==> src/rtl/alu_control.sv <==
// ALU control decode plus single-cycle ALU with registered outputs (1-cycle latency).
// Optional signed-overflow output is enabled by defining ALU_OVERFLOW_EN.
module alu_control (
  input  logic        clk,
  input  logic        rst,
  input  logic [1:0]  alu_op,
  input  logic [5:0]  funct,
  input  logic [31:0] a,
  input  logic [31:0] b,
  input  logic        branch,
  output logic [3:0]  alu_ctrl,
  output logic [31:0] result,
  output logic        zero,
  output logic        pc_src
`ifdef ALU_OVERFLOW_EN
  ,
  output logic        overflow
`endif
);

  localparam logic [3:0] CTRL_AND = 4'b0000;
  localparam logic [3:0] CTRL_OR  = 4'b0001;
  localparam logic [3:0] CTRL_ADD = 4'b0010;
  localparam logic [3:0] CTRL_SUB = 4'b0110;
  localparam logic [3:0] CTRL_SLT = 4'b0111;
  localparam logic [3:0] CTRL_NOR = 4'b1100;
  localparam logic [3:0] CTRL_INV = 4'b1111;

  logic [3:0]  ctrl_next;
  logic [31:0] sum;
  logic [31:0] diff;
  logic [31:0] res_next;
  logic        zero_next;

  always_comb begin
    ctrl_next = CTRL_INV;
    case (alu_op)
      2'b00: ctrl_next = CTRL_ADD;
      2'b01: ctrl_next = CTRL_SUB;
      2'b11: ctrl_next = CTRL_OR;
      default: begin
        case (funct)
          6'b100000: ctrl_next = CTRL_ADD;
          6'b100010: ctrl_next = CTRL_SUB;
          6'b100100: ctrl_next = CTRL_AND;
          6'b100101: ctrl_next = CTRL_OR;
          6'b100111: ctrl_next = CTRL_NOR;
          6'b101010: ctrl_next = CTRL_SLT;
          default:   ctrl_next = CTRL_INV;
        endcase
      end
    endcase
  end

  // Carry-out is intentionally dropped; ADD/SUB wrap modulo 2^32.
  always_comb begin
    sum      = a + b;
    diff     = a - b;
    res_next = 32'd0;
    case (ctrl_next)
      CTRL_AND: res_next = a & b;
      CTRL_OR:  res_next = a | b;
      CTRL_ADD: res_next = sum;
      CTRL_SUB: res_next = diff;
      CTRL_NOR: res_next = ~(a | b);
      CTRL_SLT: res_next = ($signed(a) < $signed(b)) ? 32'd1 : 32'd0;
      default:  res_next = 32'd0;
    endcase
    zero_next = (res_next == 32'd0);
  end

  always_ff @(posedge clk) begin
    if (rst) begin
      alu_ctrl <= CTRL_ADD;
      result   <= 32'd0;
      zero     <= 1'b1;
      pc_src   <= 1'b0;
    end else begin
      alu_ctrl <= ctrl_next;
      result   <= res_next;
      zero     <= zero_next;
      pc_src   <= branch & zero_next;
    end
  end

`ifdef ALU_OVERFLOW_EN
  logic ov_next;

  always_comb begin
    ov_next = 1'b0;
    case (ctrl_next)
      CTRL_ADD: ov_next = (a[31] == b[31]) && (sum[31] != a[31]);
      CTRL_SUB: ov_next = (a[31] != b[31]) && (diff[31] != a[31]);
      default:  ov_next = 1'b0;
    endcase
  end

  always_ff @(posedge clk) begin
    if (rst) overflow <= 1'b0;
    else     overflow <= ov_next;
  end
`endif

endmodule

==> config.mk <==
export PLATFORM = sky130hd
export DESIGN_NAME = alu_control
export DESIGN_NICKNAME = d
export VERILOG_FILES = /design/src/rtl/alu_control.sv
export SDC_FILE = /design/constraint.sdc
export NUM_CORES = 1
export LEC_CHECK = 0
export ABC_CLOCK_PERIOD_IN_PS = 3460
export BUFFER_PORTS_ARGS = -buffer_cell sky130_fd_sc_hd__buf_2
export CAP_MARGIN = 10
export CORE_ASPECT_RATIO = 1.4
export CORE_MARGIN = 3
export CORE_UTILIZATION = 40
export CTS_CLUSTER_SIZE = 20
export DETAILED_ROUTE_END_ITERATION = 10
export PLACE_DENSITY_LB_ADDON = 0.05
export SLEW_MARGIN = 20
export SYNTH_ARGS = -nofsm -noshare
export SYNTH_HDL_FRONTEND = slang
export SYNTH_SLANG_ARGS = --single-unit
==> constraint.sdc <==
create_clock -name clk -period 3.46 [get_ports clk]
set_clock_uncertainty 0.05 [all_clocks]
set_input_delay 0.692 -clock clk [delete_from_list [all_inputs] [get_ports clk]]
set_output_delay 0.692 -clock clk [all_outputs]
set_load 0.05 [all_outputs]
Yosys cells after proc, flatten, opt, wreduce, memory -nomap -nowiden
Cells that the tools add are included.
{"block": "classes", "n_addsub": 2, "multipliers": 0, "div_mod_pow": 0, "order_cmp": 1, "eq_ne": 13, "shifts": 0, "n_mux": 4, "n_bitwise": 4, "n_reduce_logical": 3}
{"cell": "32-bit one-hot mux with 6 select lines", "count": 1}
{"cell": "6-bit equality test, second input constant", "count": 6}
{"cell": "32-bit adder", "count": 1}
{"cell": "32-bit bitwise AND", "count": 1}
{"cell": "32-bit logical NOT", "count": 1}
{"cell": "32-bit less-than comparator", "count": 1}
{"cell": "32-bit NOT", "count": 1}
{"cell": "32-bit OR", "count": 1}
{"cell": "32-bit subtractor", "count": 1}
{"cell": "4-bit one-hot mux with 6 select lines", "count": 1}
{"cell": "4-bit one-hot mux with 3 select lines", "count": 1}
{"cell": "4-bit by 3-bit equality test with 1-bit output, second input constant", "count": 2}
{"cell": "4-bit by 1-bit equality test with 1-bit output, second input constant", "count": 1}
{"cell": "4-bit by 2-bit equality test with 1-bit output, second input constant", "count": 1}
{"cell": "4-bit equality test, second input constant", "count": 1}
{"cell": "4-bit logical NOT", "count": 1}
{"cell": "2-bit by 1-bit equality test with 1-bit output, second input constant", "count": 1}
{"cell": "2-bit equality test, second input constant", "count": 1}
{"cell": "2-bit logical NOT", "count": 1}
{"cell": "1-bit bitwise AND", "count": 1}
{"cell": "1-bit two-way mux", "count": 1}
{"block": "word_totals", "register_bits": 38, "latchBits": 0, "ramBits": 0, "rom_bits": 0, "in_bits": 75, "output_inout_bits": 38, "elab_cells": 31, "mem_count": 0}

Longest topological paths before layout
{"block": "logic_depth", "depth_word": 7, "depth_mapped": 14, "mapped_depth_nobuf": 14}

Worst setup path after synthesis
No wires, ideal clock.
{"block": "synth_timing", "kind": "input port to flip-flop", "startpoint": "input port a[0]", "endpoint": "register zero", "setup_ns": 0.126, "arrival_time_ns": 3.445, "required_time_ns": 3.284, "setup_slack_ns": -0.161, "cell_stages": 14, "n_path_buf": 0, "cell_sequence": "inv_1 > ha_1 > inv_1 > fa_1 > nor3b_1 > o311ai_1 > nand3_1 > a221oi_1 > a21boi_0 > or2_2 > o311ai_0 > a211oi_1 > nand4_1 > o31ai_1"}
{"block": "synth_via", "elab_chain_len": 4, "word_cells_on_any_way": 9, "classes_between": "add/sub: 2; order compare: 1; mux: 2; bitwise: 3; reduce/logical: 1"}
{"item": "start, declared", "line_no": "8", "source": "input logic [31:0] a,"}
{"item": "32-bit less-than comparator or 32-bit OR (tied branches)", "line_no": "66, 62, 65"}
{"item": "1-bit two-way mux or 32-bit NOT (tied branches)", "line_no": "66, 65"}
{"item": "32-bit one-hot mux with 6 select lines (*)", "line_no": "60", "source": "case (ctrl_next)"}
{"item": "32-bit logical NOT (*)", "line_no": "69", "source": "zero_next = (res_next == 32'd0);"}
{"item": "end signal, assigned", "line_no": "81", "source": "zero <= zero_next;"}
{"item": "end, declared", "line_no": "13", "source": "output logic zero,"}
Every way passes the cells marked *; elsewhere a longest branch is shown, timed or not.
A chain may end at the register's enable or synchronous reset.

Worst setup path in the final report
{"block": "layout_timing", "startpoint": "input port b[3]", "endpoint": "register zero"}
{"block": "layout_via", "elab_chain_len": 4, "word_cells_on_any_way": 9, "classes_between": "add/sub: 2; order compare: 1; mux: 2; bitwise: 3; reduce/logical: 1"}
{"item": "start, declared", "line_no": "9", "source": "input logic [31:0] b,"}
{"item": "32-bit less-than comparator or 32-bit OR (tied branches)", "line_no": "66, 62, 65"}
{"item": "1-bit two-way mux or 32-bit NOT (tied branches)", "line_no": "66, 65"}
{"item": "32-bit one-hot mux with 6 select lines (*)", "line_no": "60"}
{"item": "32-bit logical NOT (*)", "line_no": "69"}
Marks and branches as above.

==> qor.yml <==
status:
  status: "finished, violations left"
  violations: "negative setup slack"
timing:
  min_period_over_period_pct: 105
  setup_viol: 2
  fmax_ghz: 0.276
  grt_setup_unrepaired: "true"
  slew_headroom_pct: 38.7
  period_needed_ns: 3.63
  setup_slack_ns: -0.166
  setup_tns_ns: -0.285
  report.final.slew_viol_count: 0
  tightestPinTransition_ns: 0.907
  hold_viol_final: 0
routing:
  vias: 10000
  avgRoutedWirePerCell_um: 19.8
  firstDrtPassIters: 8
  wl_um: 34700
  drt_iter0_drc: 861
  drc: 0
  via_per_inst: 5.71
  ant_nets: 0
synthesis:
  avgSynthCellArea_um2: 6.91
  synth_cell_types: 84
  synth_seq_area_share_pct: 10.4
  yosys_warnings: 0
  synth-edff-count: 0
  syn_inst: 1055
  ys.flop_type: "dfxtp_1"
  netlist_area_mm2: 0.00729
  synthesis.nets: 1235
  yosys_register_bits: 38
  ys_async_sr_fraction_pct: 0
final_layout:
  nNetsFinal: 1697
  drive_above_1_share_pct: 39.4
  diodes: 0
  final_area_mm2: 0.0116
  area_growth_pct: 59.0
  finalNonFillerCells: 1754
  fillers: 1694
min_path:
  hold_path_class: "primary input to flop"
  min_delay_path_depth: 3
  hp-start: "branch"
  whs_endpoint: "pc_src"
power_and_ir_drop:
  ir_drop_v: 0.000233
  p_per_area_mw_per_mm2: 274
  cellLeakagePower_uw: 0.00567
setup_path:
  cp_cell_sequence: "buf_6, inv_4, ha_4, buf_6, o211ai_1, o211ai_1, a31oi_1, buf_4, buf_12, o31ai_1, buf_4, nand2b_1, a41o_1, and4_1, nand4_1, o31ai_1"
  cp-end-kind: "flop"
  slowest_delay_ns: 0.43
  slowest_stage: "o31ai_1"
  crit_fanout: 7
  arrival_ns: 3.79
  cpLargestDelayFamily: "compound AO/OA/AOI/OAI gates"
  path_buf_inv: 6
  worstPathRequired_ns: 3.62
  critPathLaunchType: "primary input"
  critPathKind: "primary input to flop"
die:
  start_util_pct: 41.4
  fp.coreArea_mm2: 0.0176
  core.rowCount: 57
  ios: 113
  die-area_mm2: 0.0199
  fp.dieH_um: 166
  die_x_um: 120
cts:
  worst_setup_hold_path_clk_slew_ns: 0.07
  cts.sinks: 38
  clockBufferDepth: 2
  clockRootBuffer: "clkbuf_16"
  cts_tree: "yes"
  numCtsBuffers: 5
  htreeDepth: 2
  ctsHoldBuffers: 0
run:
  drv_cap: 0
placed_design:
  pre_cts_ws_ns: -0.884
  place_area_mm2: 0.0109
  gp_congestion: 0.982
  dp.final_hpwl_um: 28900
  dp_cells: 1737
  port_buffers: 112
global_route:
  grt_max_degree: 28
  grt_pass1_vias: 9728
  antenna_found_initial: 0
  grt.overflow.total: 0
  grt_pass1_wl_um: 52200
  grt_usage_pct: 33.1
==> worst min-delay path, stage by stage <==
cell and delay, ns:
buf_2 0.09, nand2_1 0.06, nor4_2 0.04
==> report_power, final <==
group	internal [uW]	switching, uW	leakage (uW)
Combinational	917	1130	0.00526
Clock	415	217	0.0000940
Sequential	482	10.7	0.000316
==> synthesized netlist by cell type (8+ instances only) <==
master / instances / area share, %
a21boi_0: 8 / 0.82
and2_1: 14 / 1.2
dfxtp_1: 38 / 10
clkbuf_1: 31 / 1.6
xnor2_1: 8 / 0.96
nand2_1: 82 / 4.2
nor4_1: 18 / 1.5
a21o_1: 16 / 1.6
a22oi_1: 8 / 0.82
o22ai_1: 13 / 1.1
a21oi_1: 103 / 7.1
nand2b_1: 8 / 0.69
nand4_1: 10 / 0.86
inv_1: 97 / 5.0
nor2b_1: 23 / 2.0
o21ai_0: 47 / 3.2
nor2_1: 109 / 5.6
o21a_1: 12 / 1.2
o31ai_1: 17 / 1.7
buf_2: 20 / 1.4
a31oi_1: 10 / 0.86
nand3_1: 36 / 2.5
nor3_1: 27 / 1.9
a221oi_1: 12 / 1.4
o211ai_1: 12 / 1.2
ha_1: 103 / 18
a211oi_1: 16 / 1.6
==> cells by family after synthesis <==
| group | synth area share, % |
|---|---|
| and+or+nand+nor | 24.6 |
| xor gates and xnor gates | 1.44 |
| muxes | 0.978 |
| DFF | 10.4 |
| adders and majority gates | 18.2 |
| AOI/OAI and AO/OA | 35.5 |
| buffers and inverters | 8.89 |
==> placed cells by master (no fill, tap or decap), types with 15 or more instances in the layout <==
master   synthesis  final
nand2_1         82     82
inv_1           97     89
a21oi_1        103    101
o21ai_0         47     42
buf_4            1    394
ha_1           103     94
nor3_1          27     27
nand3_1         36     35
o31ai_1         17     15
a21o_1          16     16
dfxtp_1         38     38
nor2b_1         23     21
nor2_1         109    109
buf_2           20    106
==> through the flow <==
| step | power [uW] | hold slack [ns] | util [%] |
|---|---|---|---|
| 6_report | 3170 | 0.583 | 65.8 |
| 5_1_grt | 3330 | 0.605 | 65.8 |
| 4_1_cts | 3070 | 0.591 | 64.1 |
| 3_3_place_gp | 2400 | 0.899 | 62.0 |
| 2_1_floorplan | 1460 | 0.776 | - |
| 3_5_place_dp | 2410 | 0.893 | 62.0 |
==> worst max path at each step <==
stage               start      to  slack, ns  depth (start not counted)
floorplan            a[0]    zero     -0.005                         14
global placement     a[0]    zero      -0.71                         15
detailed placement   a[0]    zero      -0.88                         15
CTS                  a[0]    zero      -0.17                         15
global route         a[0]  pc_src      -0.32                         15
finish               b[3]    zero      -0.17                         16
==> layer usage <==
layer	vias up	wire length, um	global-route usage (%)
met5	-	0	0
met4	0	2070	15.5
met3	140	2030	3.71
met2	435	17300	60.4
met1	4650	13200	38.0
li1	4790	-	-
==> state kept, by name, summed over array words and instances (netlist names) <==
name and cells:
result 32, alu_ctrl 4, pc_src 1, zero 1
==> area by class of cell <==
| cell class | instances | area, um2 | area share [%] |
|---|---|---|---|
| multi-input combinational | 860 | 6250 | 53.9 |
| timing repair buffer | 515 | 3730 | 32.1 |
| sequential | 38 | 761 | 6.56 |
| inverter | 97 | 374 | 3.23 |
| tap | 236 | 295 | 2.55 |
| clock buffer | 5 | 125 | 1.08 |
| clock inverter | 3 | 68.8 | 0.593 |
==> what timing repair did <==
item | 4_1_cts | 5_1_grt
setup buffers | 2 | 7
hold endpoints to repair | 0 | 0
resized for setup | 37 | 47
pin swaps | 20 | 24
setup endpoints to repair | 7 | 9
No activity file was read; power rests on OpenSTA's default activity.
